===== src/rtl/fir_pkg.sv =====
// Shared state type and arithmetic helpers for the serial FIR MAC.
// Build option FIR_SAT_EN selects output saturation instead of two's-complement wrap.
package fir_pkg;

    typedef enum logic [1:0] {
        IDLE,
        MAC,
        FLUSH
    } fir_state_t;

    function automatic int acc_width(input int wl, input int cwl, input int taps);
        return wl + cwl + $clog2(taps);
    endfunction

    // Fits a sign-extended value into owl bits; the result comes back sign-extended to 64.
    function automatic logic signed [63:0] fit_out(input logic signed [63:0] v, input int owl);
`ifdef FIR_SAT_EN
        logic signed [63:0] hi;
        logic signed [63:0] lo;
        hi = (64'sd1 <<< (owl - 1)) - 64'sd1;
        lo = -(64'sd1 <<< (owl - 1));
        if (v > hi) return hi;
        if (v < lo) return lo;
        return v;
`else
        return (v <<< (64 - owl)) >>> (64 - owl);
`endif
    endfunction

endpackage


===== src/rtl/fir_coef_bank.sv =====
// Runtime-loadable coefficient registers with one write port and a combinational read.
// A same-cycle write and read of one index returns the old value.
module fir_coef_bank #(
    parameter int CWL  = 8,
    parameter int TAPS = 16,
    localparam int KW  = $clog2(TAPS)
) (
    input  logic                  CLK,
    input  logic                  RST,
    input  logic                  we,
    input  logic [KW-1:0]         waddr,
    input  logic signed [CWL-1:0] wdata,
    input  logic [KW-1:0]         raddr,
    output logic signed [CWL-1:0] rdata
);

    logic signed [CWL-1:0] coef [TAPS];

    always_ff @(posedge CLK or posedge RST) begin
        if (RST) begin
            for (int i = 0; i < TAPS; i++) coef[i] <= '0;
        end else if (we) begin
            coef[waddr] <= wdata;
        end
    end

    assign rdata = coef[raddr];

endmodule


===== src/rtl/fir_mac_serial.sv =====
// Time-multiplexed FIR: one registered multiplier iterated over TAPS coefficients per sample.
// Output scaling saturates when FIR_SAT_EN is defined, otherwise wraps.
//
//   state | meaning
//   IDLE  | ready for a sample; accept writes history, clears acc and k
//   MAC   | one tap per cycle: product <= x[wr_ptr-k]*h[k], acc += previous product
//   FLUSH | fold in last product, emit scaled result, advance write pointer
module fir_mac_serial
    import fir_pkg::*;
#(
    parameter int WL    = 8,
    parameter int CWL   = 8,
    parameter int TAPS  = 16,
    parameter int OWL   = 16,
    parameter int SHIFT = 0,
    localparam int KW   = $clog2(TAPS)
) (
    input  logic                  CLK,
    input  logic                  RST,
    input  logic                  in_valid,
    output logic                  in_ready,
    input  logic signed [WL-1:0]  in,
    input  logic                  coef_we,
    input  logic [KW-1:0]         coef_addr,
    input  logic signed [CWL-1:0] coef_data,
    output logic                  out_valid,
    output logic signed [OWL-1:0] out
);

    localparam int AW = acc_width(WL, CWL, TAPS);
    localparam int PW = WL + CWL;

    fir_state_t state, state_nxt;

    logic [KW-1:0]         wr_ptr;
    logic [KW-1:0]         k;
    logic [KW-1:0]         rd_idx;
    logic signed [WL-1:0]  hist [TAPS];
    logic signed [WL-1:0]  x_rd;
    logic signed [CWL-1:0] h_rd;
    logic signed [PW-1:0]  prod;
    logic signed [AW-1:0]  acc;
    logic signed [AW-1:0]  acc_sum;
    logic signed [AW-1:0]  acc_sh;
    logic signed [OWL-1:0] fit_val;

    fir_coef_bank #(
        .CWL  (CWL),
        .TAPS (TAPS)
    ) u_coef_bank (
        .CLK   (CLK),
        .RST   (RST),
        .we    (coef_we),
        .waddr (coef_addr),
        .wdata (coef_data),
        .raddr (k),
        .rdata (h_rd)
    );

    // Pointer subtraction wraps naturally because TAPS is a power of two.
    assign rd_idx  = wr_ptr - k;
    assign x_rd    = hist[rd_idx];
    assign acc_sum = acc + {{(AW-PW){prod[PW-1]}}, prod};
    assign acc_sh  = acc_sum >>> SHIFT;
    assign fit_val = OWL'(fit_out({{(64-AW){acc_sh[AW-1]}}, acc_sh}, OWL));

    always_ff @(posedge CLK or posedge RST) begin
        if (RST) state <= IDLE;
        else     state <= state_nxt;
    end

    always_comb begin
        state_nxt = state;
        in_ready  = 1'b0;
        case (state)
            IDLE: begin
                in_ready = 1'b1;
                if (in_valid) state_nxt = MAC;
            end
            MAC:     if (k == KW'(TAPS - 1)) state_nxt = FLUSH;
            FLUSH:   state_nxt = IDLE;
            default: state_nxt = IDLE;
        endcase
    end

    always_ff @(posedge CLK or posedge RST) begin
        if (RST) begin
            for (int i = 0; i < TAPS; i++) hist[i] <= '0;
            wr_ptr    <= '0;
            k         <= '0;
            acc       <= '0;
            prod      <= '0;
            out       <= '0;
            out_valid <= 1'b0;
        end else begin
            out_valid <= 1'b0;
            case (state)
                IDLE: begin
                    if (in_valid) begin
                        hist[wr_ptr] <= in;
                        k            <= '0;
                        acc          <= '0;
                    end
                end
                MAC: begin
                    prod <= PW'(x_rd) * PW'(h_rd);
                    k    <= k + KW'(1);
                    // The first MAC cycle has no earlier product to fold in.
                    if (k != '0) acc <= acc_sum;
                end
                FLUSH: begin
                    out       <= fit_val;
                    out_valid <= 1'b1;
                    wr_ptr    <= wr_ptr + KW'(1);
                end
                default: ;
            endcase
        end
    end

endmodule


===== config.mk =====
export PLATFORM = sky130hd
export DESIGN_NAME = fir_mac_serial
export DESIGN_NICKNAME = d
export VERILOG_FILES = /design/src/rtl/fir_pkg.sv /design/src/rtl/fir_coef_bank.sv /design/src/rtl/fir_mac_serial.sv
export SDC_FILE = /design/constraint.sdc
export NUM_CORES = 1
export LEC_CHECK = 0
export CORE_ASPECT_RATIO = 1.5
export CORE_MARGIN = 2
export CORE_UTILIZATION = 50
export CTS_CLUSTER_DIAMETER = 150
export DETAILED_ROUTE_END_ITERATION = 6
export PLACE_DENSITY = 0.75
export SLEW_MARGIN = 10
export SYNTH_ARGS = -nofsm -noshare
export SYNTH_HDL_FRONTEND = slang
export SYNTH_SLANG_ARGS = --single-unit
export TNS_END_PERCENT = 100

===== constraint.sdc =====
create_clock -name CLK -period 13.1 [get_ports CLK]
set_input_delay 2.62 -clock CLK [delete_from_list [all_inputs] [get_ports CLK]]
set_output_delay 2.62 -clock CLK [all_outputs]
set_load 0.005 [all_outputs]

Word-level counts from Yosys, hierarchy flattened
Cells that the tools add are included.
Storage, ports and cells
  bits in writable memories: 0
  bits in latches: 0
  memories kept: 0
  register bits after elaboration: 319
  input bits: 24
  output and inout port bits: 18
  bits in read-only memories: 0
  logic and storage cells: 91
Cells by class
  muxes and demuxes: 22
  multipliers: 1
  $add $sub $neg: 4
  bitwise gates (word level): 4
  shift operators: 0
  order comparisons: 6
  divide/modulo/power cells: 0
  reduce and logical (&&, ||, !) cells: 9
  equality and inequality tests: 6
Operators by type and width (number)
  bitwise mux 128 bit: 2
  binary-select mux 8 bit (select 4 bit): 2
  demux 8 bit (select 4 bit): 2
  two-way mux 8 bit: 6
  two-way mux 20 bit: 2
  case mux 20 bit (2 select lines): 1
  adder 20 bit: 1
  greater-or-equal comparator 5 bit (second input constant): 4
  NOT 4 -> 5 bit: 4
  multiplier 8 x 8 -> 16 bit: 1
  < comparator 5 x 1 -> 1 bit (second input constant): 2
  adder 4 x 1 -> 4 bit (second input constant): 2
  case mux 4 bit (2 select lines): 1
  != test 2 bit (second input constant): 3
  AND reduction 2 bit: 3
  equality test 4 bit (second input constant): 1
  two-way mux 2 bit: 2
  two-way mux 4 bit: 1
  case mux 2 bit (2 select lines): 1
  nonzero test 4 bit: 1
  subtractor 4 bit: 1
  AND reduction 3 bit: 1
  equality test 2 x 1 -> 1 bit (second input constant): 1
  equality test 2 bit (second input constant): 1
  other kinds (4): 6

Logic depth before layout (Yosys ltp)
Gate-level depths: netlist (run 1).
  depth in word-level cells: 6
  depth in mapped cells: 26

By module
Synthesis (run 1) repeated with hierarchy kept, for this count alone.
Second synthesis, totals
  cells, all modules: 1350
  area, all modules: 17630.7 um^2
Modules (own cells, without submodules)
  fir_mac_serial: area each 11677.4 um^2, instances 1, cells each 981
  fir_coef_bank: area each 5953.2 um^2, instances 1, cells each 369

Worst setup path after synthesis (run 1)
Ideal clock, no wire load.
  path type: reg-to-reg
  start point: register k[1]
  end point: register prod[14]
  cell stages (with the launch flop): 24
  clock period less this slack: 6487 ps
  data arrival time: 6358 ps
  slack: 6613 ps
  setup time: 129 ps
  path through: dfrtp_1 -> buf_6 -> buf_2 -> buf_2 -> inv_1 -> fa_1 -> buf_1 -> mux4_2 -> mux2i_1 -> mux2i_1 -> nor2b_1 -> fa_1 -> fa_1 -> fa_1 -> inv_1 -> fa_1 -> inv_1 -> ha_1 -> and2_1 -> a22o_1 -> o31a_1 -> o41ai_1 -> or4b_2 -> nand3_1
Between the ends
  word-level cells in the longest chain between the ends: 6
  elaborated cells between the ends (all ways): 10
  classes of those cells: add/sub (1); mul (1); mux (6); bitwise (2)
Ends and longest elaborated chain
  start, declared: line fir_mac_serial.sv:36  | logic [KW-1:0] k;
  start signal, assigned: line fir_mac_serial.sv:107  | k <= k + KW'(1);
  subtractor 4 bit: line fir_mac_serial.sv:61  | assign rd_idx = wr_ptr - k;
  NOT 4 -> 5 bit (not written as such): line fir_mac_serial.sv:62  | assign x_rd = hist[rd_idx];
  binary-select mux 8 bit (select 4 bit): line fir_mac_serial.sv:62
  two-way mux 8 bit (not written as such) (2 in series): line fir_mac_serial.sv:62
  multiplier 8 x 8 -> 16 bit *: line fir_mac_serial.sv:106  | prod <= PW'(x_rd) * PW'(h_rd);
  end signal, assigned: line fir_mac_serial.sv:106
  end, declared: line fir_mac_serial.sv:41  | logic signed [PW-1:0] prod;
Mark *: on every way between the ends. The rest lies on a longest branch, timed or not. The select of a mux whose other input is x is not followed.
A chain may end at the register's enable or synchronous reset.

Final worst setup path (run 1)
  start point: register k[0]
  end point: register prod[14]
The elaborated chain is that of the path after synthesis.

==> metrics.md, run 1 <==
| Metric | Value |
|---|---|
| Design area | `0.0194 mm2` |
| Post-DP HPWL | `25.4 mm` |
| Dpl cell area | `0.0184 mm2` |
| Non-filler cells, final | `1,864` |
| Sequential share of the synthesized area | `44.8%` |
| Initial antenna violation count | `1` |
| Max Root-Sink Buffers | `3` |
| Arrival @ worst endpoint | `7.75 ns` |
| Total power | `4.40 mW` |
| Worst-path fanout max | `38` |
| Xor and xnor area share after synthesis | `1.44%` |
| Layout area overhead | `10.2%` |
| Worst r2r src | `k[0]$_DFFE_PP0P_` |
| Top FF cell, synth | `dfrtp_1` |
| Hold Path End | `out[4]$_DFFE_PP0P_` |
| Yosys cell types | `65` |
| Slew margin rel. | `18.9%` |
| Vias per cell | `5.74` |
| Chip width | `157 um` |
| Gr usage total | `20.8%` |
| DRC | `0` |
| Average size of a mapped cell | `13.1 um2` |
| Largest net degree at the start of global routing | `174` |
| Die height | `234 um` |
| Post-Route Setup TNS | `0 ns` |
| CTS tree | `built` |
| Leakage power total | `8.96 nW` |
| Simple-gate area share of the yosys netlist | `7.04%` |
| Post-CTS sizing | `0` |
| Routed Antenna Nets | `0` |
| Peak Freq | `0.137 GHz` |
| Worst-path clk slew | `0.06 ns` |
| Async set-reset flop share out of synthesis | `100%` |
| Core Rows | `84` |
| Hold_ws | `0.473 ns` |
| Post-DR wirelength/cell | `19.6 um` |
| Congestion Overflow GR | `0` |
| Number of flops mapped to enable cells by yosys | `0` |
| Syn Nets | `1,481` |
| DRT iter0 DRCs | `575` |
| Max IR drop VDD | `0.140 mV` |
| WP data required | `13.56 ns` |
| PD cells | `227 mW/mm2` |
| Startpoint types | `flip-flop` |
| Crit path capture type | `flip-flop` |
| Hold-fix buffers at CTS | `0` |
| DRT Pass-1 Iters | `5` |
| First-pass GRT wire length | `60.0 mm` |
| Root Buffer | `clkbuf_16` |
| IO buf count | `41` |
| Hold Path Origin | `out[4]$_DFFE_PP0P_` |
| Reg2reg end | `prod[14]$_DFFE_PP0P_` |
| Worst r2r path cells | `22` |
| Synthesized flop and latch total | `315` |
| R2R Setup Slk | `5.81 ns` |
| Final setup fails | `0` |
| Syn Inst Count | `1,347` |
| Max-slew violation count | `0` |
| Skew final | `0.0294 ns` |
| HP Class | `flip-flop to flip-flop` |
| Vias in the first global route | `11,437` |
| Pin slew with the least headroom to its limit | `1.21 ns` |
| WS Path Type | `flip-flop to flip-flop` |
| Core area | `0.0349 mm2` |
| Final wirelength | `36.6 mm` |
| CTS sink count | `315` |
| Synth Area in Compound Gates | `4.62%` |
| CTS H-tree lvls | `1` |
| Fin crit period | `7.29 ns` |
| Largest family of logic cells by synthesized area | `multiplexers` |
| Synthesis Warnings | `0` |
| Number of diodes | `0` |
| Final period utilization | `55.6%` |
| # Post-CTS Setup Buffers | `0` |
| Routability Congestion | `0.844` |
| Post-layout nets | `1,504` |
| Inst Count DP | `1,810` |
| Via Count | `10,696` |
| Max-cap violations | `0` |
| Adder-cell share of the synthesized area | `10.3%` |
| DIE AREA | `0.0367 mm2` |
| Worst Hold Depth | `2` |
| Final Hold Fails | `0` |
| Mux cell area share after synthesis | `28.0%` |
| Status | `finished clean` |
| IO Pins | `42` |
| Netlist Area Pre-Place | `0.0176 mm2` |
| Unrepaired setup endpoints after global routing | `false` |
| Fillers | `2,907` |
| Fraction of layout cells with a size suffix above 1 | `29.6%` |
| Num CTS Buffers | `31` |
| Initial Utilization | `50.4%` |
| Clock Latency Late Sink | `0.58 ns` |
per-layer routing:
metal	track usage [%]	wire length [um]
met3	3.01	1350
met5	0	13
met1	24.3	14300
met4	7.90	1200
met2	38.3	19700
state kept, by name, indices dropped and copies added (netlist names):
register and cells:
acc 16, out 16, state 2, out_valid 1, u_coef_bank.coef 128, hist 128, wr_ptr 4, k 4
prod 16
where the power goes:
| group | switching, mW | leakage, nW | internal [mW] | total [mW] |
|---|---|---|---|---|
| combinational | 1.21 | 4.38 | 1.03 | 2.24 |
| clock | 0.375 | 0.500 | 0.505 | 0.881 |
| sequential | 0.105 | 4.08 | 1.18 | 1.28 |
placed cells by master (no fill, tap or decap), drive strengths merged, types with 8 or more instances in the layout:
master	Yosys	layout
a21o	8	8
inv	96	98
and2	10	10
fa	58	58
buf	30	11
a21oi	17	17
ha	52	52
nand3	22	22
mux2i	30	30
clkdlybuf4s50	0	41
xnor2	22	22
mux4	67	67
dfrtp	315	315
nand2b	14	14
clkbuf	32	42
nand2	97	97
mux2	272	272
o21ai	30	30
clkinv	0	8
nor2b	11	11
a22o	13	13
nor3	9	9
nor2	62	62
through the flow:
step	utilization, %	worst slack [ns]
5_1_grt	55.5	5.32
3_5_place_dp	52.7	5.82
6_report	55.5	5.81
4_1_cts	55.5	5.80
3_3_place_gp	52.7	5.95
2_1_floorplan	-	1.77
kinds of logic (layout without fill, tap and decap cells):
group / Yosys count / count (layout)
mux: 369 / 369
buf+inv: 158 / 202
flops: 315 / 315
compound gates: 112 / 112
fa+ha+maj: 110 / 110
xor+xnor: 28 / 28
simple gates: 255 / 255
worst max-delay path, stage by stage (launching register included):
cell and delay, ns:
dfrtp_2 0.35, buf_4 0.49, ha_2 0.29, inv_1 0.06
fa_1 0.48, buf_4 0.42, mux4_2 0.30, mux2i_1 0.07
mux2i_1 0.64, nor2b_1 0.26, fa_1 0.46, fa_1 0.52
fa_1 0.55, inv_1 0.06, fa_1 0.53, inv_1 0.04
ha_1 0.34, and2_1 0.16, a22o_1 0.23, o31a_1 0.28
o41ai_1 0.35, or4b_2 0.20, nand3_1 0.06
worst max path at each step:
stage / from / end / slack (ns) / cells after the start
detailed placement: k[0]$_DFFE_PP0P_ / prod[14]$_DFFE_PP0P_ / 5.82 / 22
global placement: k[0]$_DFFE_PP0P_ / prod[14]$_DFFE_PP0P_ / 5.95 / 22
global route: k[0]$_DFFE_PP0P_ / prod[14]$_DFFE_PP0P_ / 5.32 / 23
finish: k[0]$_DFFE_PP0P_ / prod[14]$_DFFE_PP0P_ / 5.81 / 22
CTS: k[0]$_DFFE_PP0P_ / prod[14]$_DFFE_PP0P_ / 5.80 / 22
floorplan: RST / acc[0]$_DFFE_PP0P_ / 1.77 / 1
cell type report:
cell class | count | area, um2 | area share [%]
clock buffers | 42 | 877 | 4.53
clock inverters | 12 | 118 | 0.607
inverters | 96 | 368 | 1.90
multi-input cells | 874 | 9040 | 46.6
flip-flops and latches | 315 | 7880 | 40.7
well taps | 473 | 592 | 3.05
repair buffers | 52 | 505 | 2.61
Yosys cell counts, types with 8 or more instances:
library cell	count	share of area, %
a21o_1	8	0.34
a21oi_1	16	0.46
a22o_1	13	0.65
and2_1	10	0.36
buf_1	8	0.17
buf_2	13	0.37
clkbuf_1	32	0.68
dfrtp_1	315	45
fa_1	58	6.6
ha_1	52	3.7
inv_1	95	2.0
mux2_2	272	17
mux2i_1	30	1.7
mux4_1	12	1.8
mux4_2	54	6.9
nand2_1	97	2.1
nand2b_1	14	0.50
nand3_1	22	0.63
nor2_1	58	1.2
nor2b_1	8	0.28
nor3_1	9	0.26
o21ai_0	24	0.68
xnor2_1	21	1.0
Note: power is estimated with default switching activity, not from simulation.
==> inputs of run 2 (changes only) <==
- clock period: 13.1 -> 7.2 ns (I/O delays scaled with it)
==> run 2 against run 1 <==
Compared with the run above:
- utilization rose by 0.46 points
- critical endpoint unchanged
- clock skew fell by 0.0080 ns
- non-clock buffer count rose by 3
- largest power group unchanged
==> metrics.md, run 2 (same netlist as run 1, synthesis figures left out) <==
| Metric | Value |
|---|---|
| Worst r2r path cells | `22 (unchanged)` |
| # Post-CTS Setup Buffers | `0 (unchanged)` |
| Fillers | `2,873 (-1.2%)` |
| Peak Freq | `0.149 GHz (+8.4%)` |
| Max IR drop VDD | `0.269 mV (+92%)` |
| CTS sink count | `315 (unchanged)` |
| R2R Setup Slk | `0.48 ns (-5.34 ns)` |
| Max Root-Sink Buffers | `3 (unchanged)` |
| Layout area overhead | `11.1%` |
| Routed Antenna Nets | `0 (unchanged)` |
| DIE AREA | `0.0367 mm2 (unchanged)` |
| Crit-path max cell delay | `0.72 ns (+0.08 ns)` |
| Skew final | `0.0214 ns (-0.00797 ns)` |
| Switching Share | `37.5% (-0.96 points)` |
| Worst-path clk slew | `0.07 ns (about the same)` |
| Routability Congestion | `0.850 (+0.65%)` |
| CTS H-tree lvls | `1 (unchanged)` |
| Post-layout nets | `1,506 (+0.13%)` |
| Root Buffer | `clkbuf_16` |
| Post-CTS sizing | `0 (unchanged)` |
| First-pass GRT wire length | `60.0 mm (about the same)` |
| HP Class | `flip-flop to flip-flop` |
| CTS tree | `built` |
| Clock power frac | `21.5% (+1.5 points)` |
| Final Hold Fails | `0 (unchanged)` |
| Largest net degree at the start of global routing | `152 (-13%)` |
| Startpoint types | `flip-flop` |
| DRT Pass-1 Iters | `4 (-1)` |
| Fin util | `56.0% (+0.46 points)` |
| Most common cell after layout, fill and taps aside | `dfrtp_1` |
| Core Rows | `84 (unchanged)` |
| DRT iter0 DRCs | `452 (-21%)` |
| Final wirelength | `36.8 mm (+0.66%)` |
| Initial antenna violation count | `1 (unchanged)` |
| Max-slew violation count | `0 (unchanged)` |
| Status | `finished clean` |
| Vias in the first global route | `11,354 (-0.73%)` |
| Via Count | `10,634 (-0.58%)` |
| Arrival @ worst endpoint | `7.19 ns (-0.56 ns)` |
| Post-DP HPWL | `25.5 mm (+0.58%)` |
| IO buf count | `41 (unchanged)` |
| Reg2reg end | `prod[14]$_DFFE_PP0P_` |
| Most used cell along the critical path | `fa_1` |
| DRC | `0 (unchanged)` |
| FF/Latch Area | `0.00788 mm2 (unchanged)` |
| Hold-fix buffers at CTS | `0 (unchanged)` |
| Most frequent cells in the layout | `dfrtp_1 (314), mux2_2 (272), nand2_1 (97), inv_1 (94)` |
| Initial Utilization | `50.4% (unchanged)` |
| Internal Power | `5.09 mW (+88%)` |
| Crit path to | `prod[14]$_DFFE_PP0P_` |
| Worst setup path start | `wr_ptr[0]$_DFFE_PP0P_` |
| Num CTS Buffers | `30 (-3.2%)` |
| WS Path Type | `flip-flop to flip-flop` |
| Congestion Overflow GR | `0 (unchanged)` |
| Worst-path fanout max | `32 (-16%)` |
| Die height | `234 um (unchanged)` |
| Post-DR wirelength/cell | `19.7 um (+0.39%)` |
| Combinational power share | `49.9% (-1.0 points)` |
| Gr usage total | `20.9% (+0.085 points)` |
| Vias per cell | `5.69 (-0.85%)` |
| Hold Path Origin | `out[4]$_DFFE_PP0P_` |
| Fraction of layout cells with a size suffix above 1 | `29.9% (+0.25 points)` |
| Critical path cell sequence | `inv_1 > ha_2 > inv_1 > fa_1 > buf_12 > mux4_2 > mux2i_1 > mux2i_1 > nor2b_1 > fa_1 > fa_1 > fa_1 > inv_1 > fa_1 > inv_1 > ha_1 > and2_1 > a22o_1 > o31a_1 > o41ai_1 > or4b_2 > nand3_1` |
| Pin slew with the least headroom to its limit | `1.02 ns (-0.191 ns)` |
| IO Pins | `42 (unchanged)` |
| Worst r2r src | `wr_ptr[0]$_DFFE_PP0P_` |
| PD cells | `416 mW/mm2 (+84%)` |
| Unrepaired setup endpoints after global routing | `false` |
| Slew margin rel. | `31.6% (+13 points)` |
| Crit-path slowest cell | `mux2i_1` |
| Post-Route Setup TNS | `0 ns (unchanged)` |
| Clock Latency Late Sink | `0.58 ns (about the same)` |
| Leakage power total | `9.03 nW (+0.76%)` |
| Crit path capture type | `flip-flop` |
| Final period utilization | `93.4% (+38 points)` |
| Fin crit period | `6.72 ns (-0.564 ns)` |
| Chip width | `157 um (unchanged)` |
| Number of diodes | `0 (unchanged)` |
| Sequential power share | `28.6% (-0.5 points)` |
| Final setup fails | `0 (unchanged)` |
| Core area | `0.0349 mm2 (unchanged)` |
| P_sw | `3.05 mW (+80%)` |
| Largest regs | `hist (128), u_coef_bank.coef (128)` |
| Max-cap violations | `0 (unchanged)` |
| Multi-input logic area | `0.00904 mm2 (unchanged)` |
| WP data required | `7.66 ns (-5.90 ns)` |
run 2: changes by cell type in the layout (fill, tap and decap cells not counted), moves of 2 or more:
cell	delta
bufinv_16	+3
clkinv_2	-4
inv_6	-2
clkbuf_8	+4
buf_12	+2
run 2: layout make-up:
cell class	count	area share [%]
clock buffer	46	4.77
clock inverter	10	0.916
inverter	96	1.86
multi-input combinational	874	46.2
sequential	315	40.3
tap	473	3.03
timing repair buffer	55	2.83
run 2: power groups by stage:
stage / combinational [mW] / sequential (mW) / clock [mW]
2_1_floorplan: 3.26 / 2.30 / 0
3_3_place_gp: 3.98 / 2.34 / 0
3_5_place_dp: 4.10 / 2.35 / 0
4_1_cts: 4.11 / 2.33 / 1.79
5_1_grt: 4.54 / 2.37 / 1.86
6_report: 4.06 / 2.33 / 1.75
run 2: how the worst min path moves through the flow:
stage / to / slack [ns] / cells after the start
final: out[4]$_DFFE_PP0P_ / 0.47 / 2
after global routing: out[5]$_DFFE_PP0P_ / 0.49 / 2
after CTS: out[4]$_DFFE_PP0P_ / 0.48 / 2
after detailed placement: out[4]$_DFFE_PP0P_ / 0.46 / 2
after global placement: out[4]$_DFFE_PP0P_ / 0.46 / 2
after floorplan: prod[2]$_DFFE_PP0P_ / 0.45 / 2
run 2: metal layers:
metal	track usage, %	vias to the layer above	share of wire, %
met2	39.0	186	54
met5	0	-	0.035
met1	24.8	5562	40
met4	6.53	2	2.4
met3	2.63	63	3.5
li1	-	4821	-
run 2: stage by stage:
step	cell area, um2	setup slack, ns	hold slack (ns)	instances	total power [mW]
final	19500	0.476	0.471	1869	8.14
after CTS	19500	0.439	0.477	1869	8.22
after global placement	18400	0.583	0.458	1813	6.32
after floorplan	17600	0.713	0.452	1347	5.55
after global routing	19500	0.207	0.493	1869	8.77
after detailed placement	18400	0.442	0.462	1813	6.45
run 2: critical path: cells and delay by family (launching register included):
| kind | cells | cell delay [ns] |
|---|---|---|
| buf+inv | 5 | 0.54 |
| flops | 1 | 0.41 |
| mux | 3 | 1.02 |
| simple gates | 4 | 0.68 |
| fa+ha+maj | 7 | 3.10 |
| compound gates | 3 | 0.83 |
